<file path="src/rtl/alu4_result_stage.sv">
// alu4_result_stage
//   Registered output stage behind the 4-bit ALU operation units. Accepts a
//   result with carry/overflow. Derives the {N,Z,C,V} flags on the input side.
//   Presents result and flags through a valid/ready interface. A 2-entry skid
//   buffer (main + skid) means backpressure never drops or duplicates a result.
//   The stage also keeps sticky flags and a wrapping transfer counter.
//
// Ports
//   clk, rst                   clock, synchronous active-high reset
//   in_valid / in_ready        upstream handshake
//   in_result, in_carry,
//   in_ovf, in_is_arith        ALU result and adder status
//   out_valid / out_ready      downstream handshake
//   out_result, out_flags      registered result and its {N,Z,C,V}
//   sticky_flags, sticky_clr   accumulated flags over transfers, clear input
//   xfer_count                 number of output transfers, wrapping
module alu4_result_stage #(
  parameter int WIDTH = 4,
  parameter int CNT_W = 8
) (
  input  logic             clk,
  input  logic             rst,
  input  logic             in_valid,
  output logic             in_ready,
  input  logic [WIDTH-1:0] in_result,
  input  logic             in_carry,
  input  logic             in_ovf,
  input  logic             in_is_arith,
  output logic             out_valid,
  input  logic             out_ready,
  output logic [WIDTH-1:0] out_result,
  output logic [3:0]       out_flags,
  output logic [3:0]       sticky_flags,
  input  logic             sticky_clr,
  output logic [CNT_W-1:0] xfer_count
);

  logic             main_valid_q, main_valid_d;
  logic [WIDTH-1:0] main_result_q, main_result_d;
  logic [3:0]       main_flags_q, main_flags_d;
  logic             skid_valid_q, skid_valid_d;
  logic [WIDTH-1:0] skid_result_q, skid_result_d;
  logic [3:0]       skid_flags_q, skid_flags_d;
  logic [3:0]       sticky_q, sticky_d;
  logic [CNT_W-1:0] count_q, count_d;

  logic       acc;
  logic       xfer;
  logic [3:0] in_flags;

  // in_ready depends only on registered state and rst, never on out_ready.
  assign in_ready = ~skid_valid_q & ~rst;
  assign acc      = in_valid & in_ready;
  assign xfer     = main_valid_q & out_ready;

  // C and V only mean something for add/sub results.
  assign in_flags = {in_result[WIDTH-1],
                     (in_result == '0),
                     in_is_arith & in_carry,
                     in_is_arith & in_ovf};

  always_comb begin
    main_valid_d  = main_valid_q;
    main_result_d = main_result_q;
    main_flags_d  = main_flags_q;
    skid_valid_d  = skid_valid_q;
    skid_result_d = skid_result_q;
    skid_flags_d  = skid_flags_q;
    sticky_d      = sticky_q;
    count_d       = count_q;

    if (!main_valid_q) begin
      if (acc) begin
        main_valid_d  = 1'b1;
        main_result_d = in_result;
        main_flags_d  = in_flags;
      end
    end else if (xfer) begin
      if (skid_valid_q) begin
        // in_ready is low whenever skid is full, so no accept can collide here.
        main_result_d = skid_result_q;
        main_flags_d  = skid_flags_q;
        skid_valid_d  = 1'b0;
      end else if (acc) begin
        main_result_d = in_result;
        main_flags_d  = in_flags;
      end else begin
        main_valid_d  = 1'b0;
      end
    end else if (acc) begin
      skid_valid_d  = 1'b1;
      skid_result_d = in_result;
      skid_flags_d  = in_flags;
    end

    // A clear coinciding with a transfer keeps that transfer's flags.
    if (xfer) begin
      sticky_d = sticky_clr ? main_flags_q : (sticky_q | main_flags_q);
      count_d  = count_q + 1'b1;
    end else if (sticky_clr) begin
      sticky_d = '0;
    end
  end

  always_ff @(posedge clk) begin
    if (rst) begin
      main_valid_q  <= 1'b0;
      main_result_q <= '0;
      main_flags_q  <= '0;
      skid_valid_q  <= 1'b0;
      skid_result_q <= '0;
      skid_flags_q  <= '0;
      sticky_q      <= '0;
      count_q       <= '0;
    end else begin
      main_valid_q  <= main_valid_d;
      main_result_q <= main_result_d;
      main_flags_q  <= main_flags_d;
      skid_valid_q  <= skid_valid_d;
      skid_result_q <= skid_result_d;
      skid_flags_q  <= skid_flags_d;
      sticky_q      <= sticky_d;
      count_q       <= count_d;
    end
  end

  assign out_valid    = main_valid_q;
  assign out_result   = main_result_q;
  assign out_flags    = main_flags_q;
  assign sticky_flags = sticky_q;
  assign xfer_count   = count_q;

endmodule

</file>
<file path="config.mk">
export PLATFORM = sky130hd
export DESIGN_NAME = alu4_result_stage
export DESIGN_NICKNAME = d
export VERILOG_FILES = /design/src/rtl/alu4_result_stage.sv
export SDC_FILE = /design/constraint.sdc
export NUM_CORES = 1
export LEC_CHECK = 0
export ABC_AREA = 0
export BUFFER_PORTS_ARGS = -buffer_cell sky130_fd_sc_hd__buf_2
export CORE_MARGIN = 5
export CORE_UTILIZATION = 40
export CTS_CLUSTER_SIZE = 40
export DETAILED_ROUTE_END_ITERATION = 8
export GPL_TIMING_DRIVEN = 0
export PLACE_DENSITY_LB_ADDON = 0.1
export SYNTH_ARGS = -nofsm -noshare
export SYNTH_HDL_FRONTEND = slang
export SYNTH_SLANG_ARGS = --single-unit
</file>
<file path="constraint.sdc">
create_clock -name clk -period 2.1 [get_ports clk]
set_clock_uncertainty 0.15 [all_clocks]
set_input_delay 0.42 -clock clk [delete_from_list [all_inputs] [get_ports clk]]
set_output_delay 0.42 -clock clk [all_outputs]
set_load 0.005 [all_outputs]
</file>
==> results.md, run 1 <==
Clock network:
- Clock-pin slew was measured on the worst setup and hold paths at approximately 100 ps.
- The number of gates given a new drive strength after cts is 0.
- The H-tree was split into 2 levels.
- The clock reaches the later pin of the worst-skew pair after between 300 and 400 ps.
- The total CTS buffers is 5.
- The number of setup buffers added after CTS is 0.
- The root buffer cell chosen for the clock tree is sky130_fd_sc_hd__clkbuf_4.
- Counting every sink on the clock net gives 29.
- The number of hold buffers added after CTS was 0.
- The CTS tree is built.
- The buffer levels on the longest clock path is 2.

Drt:
- The number of vias after detailed routing is around 1100.
- The count of nets left with antenna violations once routing finished came out at 0.
- The violation count after the first detailed-routing iteration is just over 40.
- The aggregate routed wire length is 2960 um.
- After detailed routing, the average wire length per cell comes to approximately 13 um.
- In the routed layout, each cell is associated on average with a via count of 5.08.
- The number of design rule violations left after detail routing is 0.
- The number of search-and-repair iterations in the first detailed-routing pass is 4.

Synth:
- For this run, the register share of the synthesized area comes to 0.461.
- In this run, synthesis produced a sequential element count of 29.
- After synthesis, the largest family of logic cells by area is simple AND/OR/NAND/NOR gates.
- Counting flops with a built-in enable in the synthesized netlist gives 0.
- The number of instances in the synthesized netlist is 139.
- The area share of fa/ha/maj cells after synthesis is 0.00993.
- Yosys printed 0 warnings.
- The post-synthesis cell type count is 29.
- The summed instance area of the synthesized netlist is ~0.0013 mm^2.
- The area share of the leading cell type in the synthesized netlist is 0.461.
- The area fraction in compound gates after synthesis is 0.139.
- The portion of synthesized area spent on multiplexers is 0.0477.
- The predominant post-synthesis flop cell is sky130_fd_sc_hd__dfxtp_1.
- Of the total synthesized cell area, the portion taken by AND, OR, NAND and NOR gates is 0.239.
- After synthesis, the cell types taking the most area are sky130_fd_sc_hd__dfxtp_1 (46%), sky130_fd_sc_hd__nor2_1 (7.1%), sky130_fd_sc_hd__mux2i_1 (4.8%), sky130_fd_sc_hd__xor2_1 (4.2%), sky130_fd_sc_hd__a21oi_1 (3.2%).
- The mean area per synthesized cell is ~9.1 um^2.
- Of all cell types, the one taking the most synthesized area is sky130_fd_sc_hd__dfxtp_1.
- The number of nets in the synthesized netlist is 152.
- The share of the synthesized netlist area taken by xor and xnor gates is 0.0487.
- The share of async-settable or async-resettable flops after synthesis is 0.

Layout:
- The number of antenna diodes in the final layout is 0.
- Of the cells placed in the final design, the portion with a size suffix greater than 1 is 0.291.
- In the final design database the tool counted roughly 190 nets.
- The area added between synthesis and finish is 21.5%.
- Leaving out fill and tap cells, the most frequent cell in the layout is sky130_fd_sc_hd__buf_2.
- The top cell types in the final layout, fill and taps aside, are sky130_fd_sc_hd__buf_2 (36), sky130_fd_sc_hd__dfxtp_1 (29), sky130_fd_sc_hd__nor2_1 (24), sky130_fd_sc_hd__a21oi_1 (8).
- The number of fill cells in the layout is around 340.

Die:
- After floorplanning, the core was divided into 20 placement rows.
- The starting utilization of the core area is 0.416.
- In this run the standard cell core region covers a little over 0.003 mm^2.
- 34 I/O pins were placed.
- The full die area is 0.00437 mm^2.
- In this run the horizontal extent of the chip is roughly 66 um.
- The die is 66.1 um tall.

Pwr:
- In this run the power density over the cells is slightly below 700 mW/mm^2.
- The peak supply drop is 0.345 mV.
- The overall power after layout is 1.03 mW.
- The leakage power summed over all cells is slightly above 0.7 nW.

Timing:
- The final worst-path cycle share is 0.785.
- The headroom to the max-slew limit is 0.717.
- For this run, the top clock speed supported by timing is around 610 MHz.
- Setup repair after global routing left no endpoint under its margin.
- Final hold analysis gives a worst-case slack of between 200 and 250 ps.
- The actual transition at the worst max-transition pin is between 400 and 500 ps.
- After routing, the total negative slack on setup checks comes to 0 ps.
- The clock period minus worst slack is 1650 ps.
- Setup violations remaining at the end of the flow were counted as 0.
- The final count of pins violating max slew is 0.
- The final number of hold-violating endpoints was 0.
- The setup slack of the critical path after layout is ~450 ps.

Place:
- Routability-driven placement finished with a final weighted congestion of about 0.8.
- The placed wire-length estimate after detailed placement is 2180 um.
- Prior to clock tree synthesis, the placed netlist has a worst setup slack of between 300 and 400 ps.
- In this run the tool buffered the top-level ports with 32 buffer cells.

Critical path:
- The critical-path maximum fanout is 10.
- The critical path is of the flop to output port type.
- The cell at the slowest stage of the critical path is sky130_fd_sc_hd__dfxtp_1.
- Data on the critical path is required at its endpoint by ~1500 ps.
- The depth of the most critical reg-to-reg path is 5.
- Traced cell by cell, the critical path runs through buf_6 -> nor2_4 -> buf_2.
- The kind of end point of the critical path is an output port.
- The startpoint kind of the worst setup timing path is a flop.
- The worst setup slack for register-to-register paths is about 540 ps.
- The endpoint arrival time on the critical path is 1080 ps.
- The largest stage delay on the critical path is 320 ps.

Global route:
- The initial antenna violation count came to 0.
- The global-route wire length before repair is between 4000 and 5000 um.
- The number of global-route vias before repair came to between 1000 and 1500.
- The global-route congestion overflow total is 0.
- The global router's overall resource usage is 0.150.
- Entering global routing, the biggest net connects 11 pins.

Worst hold path:
- In this run the worst hold path is classified as primary input to flop.
- The worst hold path cell count is 3.

Run:
- The max-capacitance violation count is 0.

Outcome:
- The flow ran to the end, and the final reports show no timing, DRC or antenna violations.
## worst max-delay path: cells and delay by family, from the launching register on
| family | cells | cell delay (ps) |
|---|---|---|
| DFF | 1 | 320 |
| and+or+nand+nor | 1 | 160 |
| buffers and inverters | 2 | 270 |
## report_power, final
part / internal, mW / leakage (nW) / switching [mW] / total, mW
clock network: 0.126 / 0.0310 / 0.205 / 0.331
logic: 0.0528 / 0.440 / 0.0706 / 0.123
registers: 0.566 / 0.235 / 0.0101 / 0.576
## metrics by stage
step | util | cells | cell area [um^2]
after global placement | 0.487 | 215 | 1480
after detailed placement | 0.487 | 215 | 1480
final | 0.505 | 223 | 1530
after floorplan | - | 139 | 1260
after CTS | 0.505 | 223 | 1530
after global routing | 0.505 | 223 | 1530
## sequential cells by signal, indices dropped and copies added, names as in the netlist
name,cells
xfer_count,8
out_flags,4
out_result,4
skid_result_q,4
sticky_flags,4
skid_flags_q,3
out_valid,1
skid_valid_q,1
## path summary, 6_finish.rpt
path                                    to                  startpoint
max                               in_ready   skid_valid_q$_SDFFE_PP0P_
min           skid_flags_q[1]$_SDFFE_PP0P_                    in_carry
max reg2reg  skid_result_q[0]$_SDFFE_PP0P_        out_valid$_SDFF_PP0_
min reg2reg     out_result[3]$_SDFFE_PP0P_  out_result[3]$_SDFFE_PP0P_
## synthesized netlist by cell type (all sizes together) (2+ instances only)
library cell	n
o21ai	5
a222oi	2
a21oi	8
nor2b	6
nand4	6
inv	2
nand3	6
nand2b	2
a21o	5
nor2	25
buf	8
nand2	5
and3	4
xor2	6
dfxtp	29
a221oi	4
mux2i	6
nor3	4
## kinds of logic (layout without fill, tap and decap cells)
family | Yosys count | count (layout)
buffers and inverters | 10 | 50
AND/OR/NAND/NOR | 60 | 60
flip-flops | 29 | 29
multiplexers | 6 | 6
XOR/XNOR | 7 | 7
adder cells (fa/ha/maj) | 1 | 1
AO/OA/AOI/OAI | 26 | 26
## layer usage
metal | up-vias | GRT usage | wire length [um]
li1 | 571 | - | -
met2 | 49 | 0.227 | 1290
met1 | 508 | 0.189 | 1380
met5 | - | 0 | 0
met3 | 5 | 0.0578 | 237
met4 | 0 | 0.0609 | 54
## layout make-up
type / instances / area (um^2) / area share
buffer: 8 / 61.3 / 0.0401
clock buffer: 5 / 37.5 / 0.0245
clock inverter: 3 / 17.5 / 0.0114
inverter: 2 / 7.51 / 0.00491
multi-input combinational: 100 / 611 / 0.399
sequential: 29 / 581 / 0.379
tap: 44 / 55.1 / 0.0360
timing repair buffer: 32 / 160 / 0.105
(Power assumes the default switching activity.)
==> inputs of run 2 (changes only) <==
clock period = 1.5 ns   (was 2.1 ns; I/O delays follow)
==> results.md, run 2 (synthesis results as in run 1) <==
Pwr:
- For this design the static power due to leakage is approximately 0.73 nW.
- The combinational share of power is 0.132.
- The share of total power dissipated in sequential elements is 0.551.
- For this design the ratio of total power to cell area is roughly 920 mW/mm^2.
- VDD sags by at most between 0.4 and 0.5 mV.
- The internal power is between 1 and 1.5 mW.
- The net switching component of the power is between 0.4 and 0.5 mW.
- Of the total power, the clock network draws 0.318.
- Of the total power, the share spent switching nets is 0.281.

Drt:
- The aggregate routed wire length is between 3000 and 4000 um.
- The number of search-and-repair iterations in the first detailed-routing pass is 4.
- The violation count after the first detailed-routing iteration is 27.
- The average vias per placed instance is about 5.
- After detailed routing, the number of remaining DRC violations is 0.
- The number of vias after detailed routing is around 1100.
- The wire length per cell after detailed routing is about 14 um.
- In this run the remaining antenna-violating nets after routing total 0.

Global route:
- The initial antenna violation count is 0.
- The global-route congestion overflow total is 0.
- The first global-routing pass estimated about 4900 um of wire.
- The number of global-route vias before repair is 1094.
- Across every metal layer, demand over resource in global routing totals 0.150.
- Entering global routing, the biggest net connects 11 pins.

Critical path:
- STA classifies the critical path startpoint as a flop.
- In this design, the stage delay of the slowest critical-path cell is between 300 and 400 ps.
- At the worst endpoint, the required time is between 1000 and 1500 ps.
- In this run the worst path has a maximum fanout of 5.
- The path type of the worst setup path is flop to output port.
- The endpoint arrival time on the critical path is 1030 ps.
- The cell at the slowest stage of the critical path is sky130_fd_sc_hd__dfxtp_2.
- On the critical path the largest part of the delay comes from flip-flops.
- The critical path contains buffers and inverters numbering 2 combined.
- Walking the worst path, the cells encountered are buf_6 -> nor2_4 -> buf_2.
- STA classifies the critical path endpoint as an output port.

Layout:
- The area of all placed cells without fillers is 0.00160 mm^2.
- The number of nets in the layout is roughly 200.
- The area occupied by multi-input gates is roughly 640 um^2.
- The share of final-layout standard cells stronger than drive strength 1 is 0.344.
- The total area of sequential cells is a little under 600 um^2.
- The number of fill cells in the layout is approximately 330.
- The number of flip-flops under the largest register name is 8.
- The area added between synthesis and finish is 26.7%.
- Leaving out fill and tap cells, the most frequent cells in the layout are sky130_fd_sc_hd__buf_2 (37), sky130_fd_sc_hd__dfxtp_1 (27), sky130_fd_sc_hd__nor2_1 (24), sky130_fd_sc_hd__a21oi_1 (8).
- The most frequent standard cell in the layout excluding fill and tap cells is sky130_fd_sc_hd__buf_2.
- The number of antenna diodes in the final layout is 0.

Clock network:
- The total CTS buffers is 5.
- The tree is rooted in a sky130_fd_sc_hd__clkbuf_4.
- The worst-skew pair later-pin latency is between 300 and 400 ps.
- The number of buffers added to fix hold violations after cts is 0.
- The CTS tree is built.
- The maximum level of the CTS H-tree is 2.
- The clock sink count is 29.
- The buffer levels on the longest clock path is 2.
- The clock transition at the register clock pins on the worst setup and hold paths after CTS is around 100 ps.

Place:
- The total placed instance area is around 0.0015 mm^2.
- The wire-length estimate of the detail-placed layout is roughly 2200 um.
- Input and output buffers added on the ports amount to 32.
- The congestion estimate from routability-driven global placement came to 0.801.

Die:
- The number of top-level pins is 34.
- Row generation in the floorplan step produced 20 rows.
- The starting utilization of the core area is 0.416.
- The full die area is approximately 0.0044 mm^2.
- The overall die width is between 60 and 70 um.
- In this run the standard cell core region covers 0.00303 mm^2.
- The die is between 60 and 70 um tall.

Timing:
- On the final layout, the worst hold slack is between 70 and 80 ps.
- Setup repair after global routing could not meet its margin everywhere.
- The final count of pins violating max slew is 0.
- Setup violations remaining at the end of the flow were counted as 0.
- The clock period minus worst slack is between 1000 and 1500 ps.
- Measured against its own limit, the worst slew margin works out to 0.718.
- At the pin with the least slew margin, the transition time is around 420 ps.
- Dividing the final minimum period by the clock period gives 0.989.
- Timing would allow up to roughly 670 MHz.
- The final number of hold-violating endpoints was 0.

Worst hold path:
- The min-delay analysis places its worst path in the category primary input to flop.

Run:
- The max-capacitance violation count is 0.

Outcome:
- The run finished with clean final reports.
==> run 2: changes by cell type in the layout (fill, tap and decap cells not counted), moves of 2 or more <==
| cell | before | now |
|---|---|---|
| sky130_fd_sc_hd__a221oi_2 | 0 | 3 |
| sky130_fd_sc_hd__a221oi_1 | 4 | 1 |
| sky130_fd_sc_hd__buf_4 | 1 | 3 |
| sky130_fd_sc_hd__dfxtp_2 | 0 | 2 |
| sky130_fd_sc_hd__dfxtp_1 | 29 | 27 |
==> run 2: power by group through the flow <==
| stage | sequential (mW) | combinational [mW] | clock (mW) |
|---|---|---|---|
| detailed placement | 0.825 | 0.172 | 0 |
| floorplan | 0.825 | 0.101 | 0 |
| finish | 0.808 | 0.193 | 0.467 |
| global route | 0.813 | 0.214 | 0.534 |
| global placement | 0.824 | 0.169 | 0 |
| CTS | 0.807 | 0.178 | 0.481 |
==> run 2: final timing paths <==
kind	slack, ps	cells past startpoint	start	endpoint
worst max-delay path	20	3	skid_valid_q$_SDFFE_PP0P_	in_ready
worst min-delay path	80	3	in_carry	skid_flags_q[1]$_SDFFE_PP0P_
worst max register to register	40	5	skid_valid_q$_SDFFE_PP0P_	out_result[0]$_SDFFE_PP0P_
worst min register to register	310	1	out_result[3]$_SDFFE_PP0P_	out_result[3]$_SDFFE_PP0P_
==> run 2: layer usage <==
| layer | wire [um] | track usage | vias to the layer above | part of all wire |
|---|---|---|---|---|
| met1 | 1500 | 0.189 | 531 | 0.49 |
| met3 | 167 | 0.0578 | 2 | 0.054 |
| met4 | 31 | 0.0609 | 0 | 0.010 |
| li1 | - | - | 578 | - |
| met2 | 1380 | 0.227 | 27 | 0.45 |
| met5 | 0 | 0 | - | 0 |
==> run 2: cell type report <==
cell class	instances	area share
multi-input combinational	100	0.400
sequential	29	0.365
timing repair buffer	36	0.118
buffer	8	0.0408
tap	44	0.0345
clock buffer	5	0.0235
clock inverter	3	0.0110
inverter	2	0.00705
==> run 2: what timing repair did <==
action,4_1_cts,5_1_grt
endpoints found under the setup margin,7,8
buffers inserted,1,2
resized for setup,2,8
pin swaps,1,4
cloned,0,1
==> run 2: through the flow <==
stage | total power, mW | TNS, ps | utilization | instances | worst slack (ps)
4_1_cts | 1.47 | 0 | 0.510 | 224 | 17.5
5_1_grt | 1.56 | -159 | 0.527 | 227 | -57.9
2_1_floorplan | 0.926 | 0 | - | 139 | 131
3_5_place_dp | 0.996 | -537 | 0.487 | 215 | -119
6_report | 1.47 | 0 | 0.527 | 227 | 16.5
3_3_place_gp | 0.992 | -460 | 0.487 | 215 | -102
==> run 2: worst reg2reg max path, delay by kind of cell (launching register included) <==
kind                   cells  cell delay [ps]
DFF                        1              350
and+or+nand+nor            1               70
buffers and inverters      2              220
AOI/OAI and AO/OA          2              560
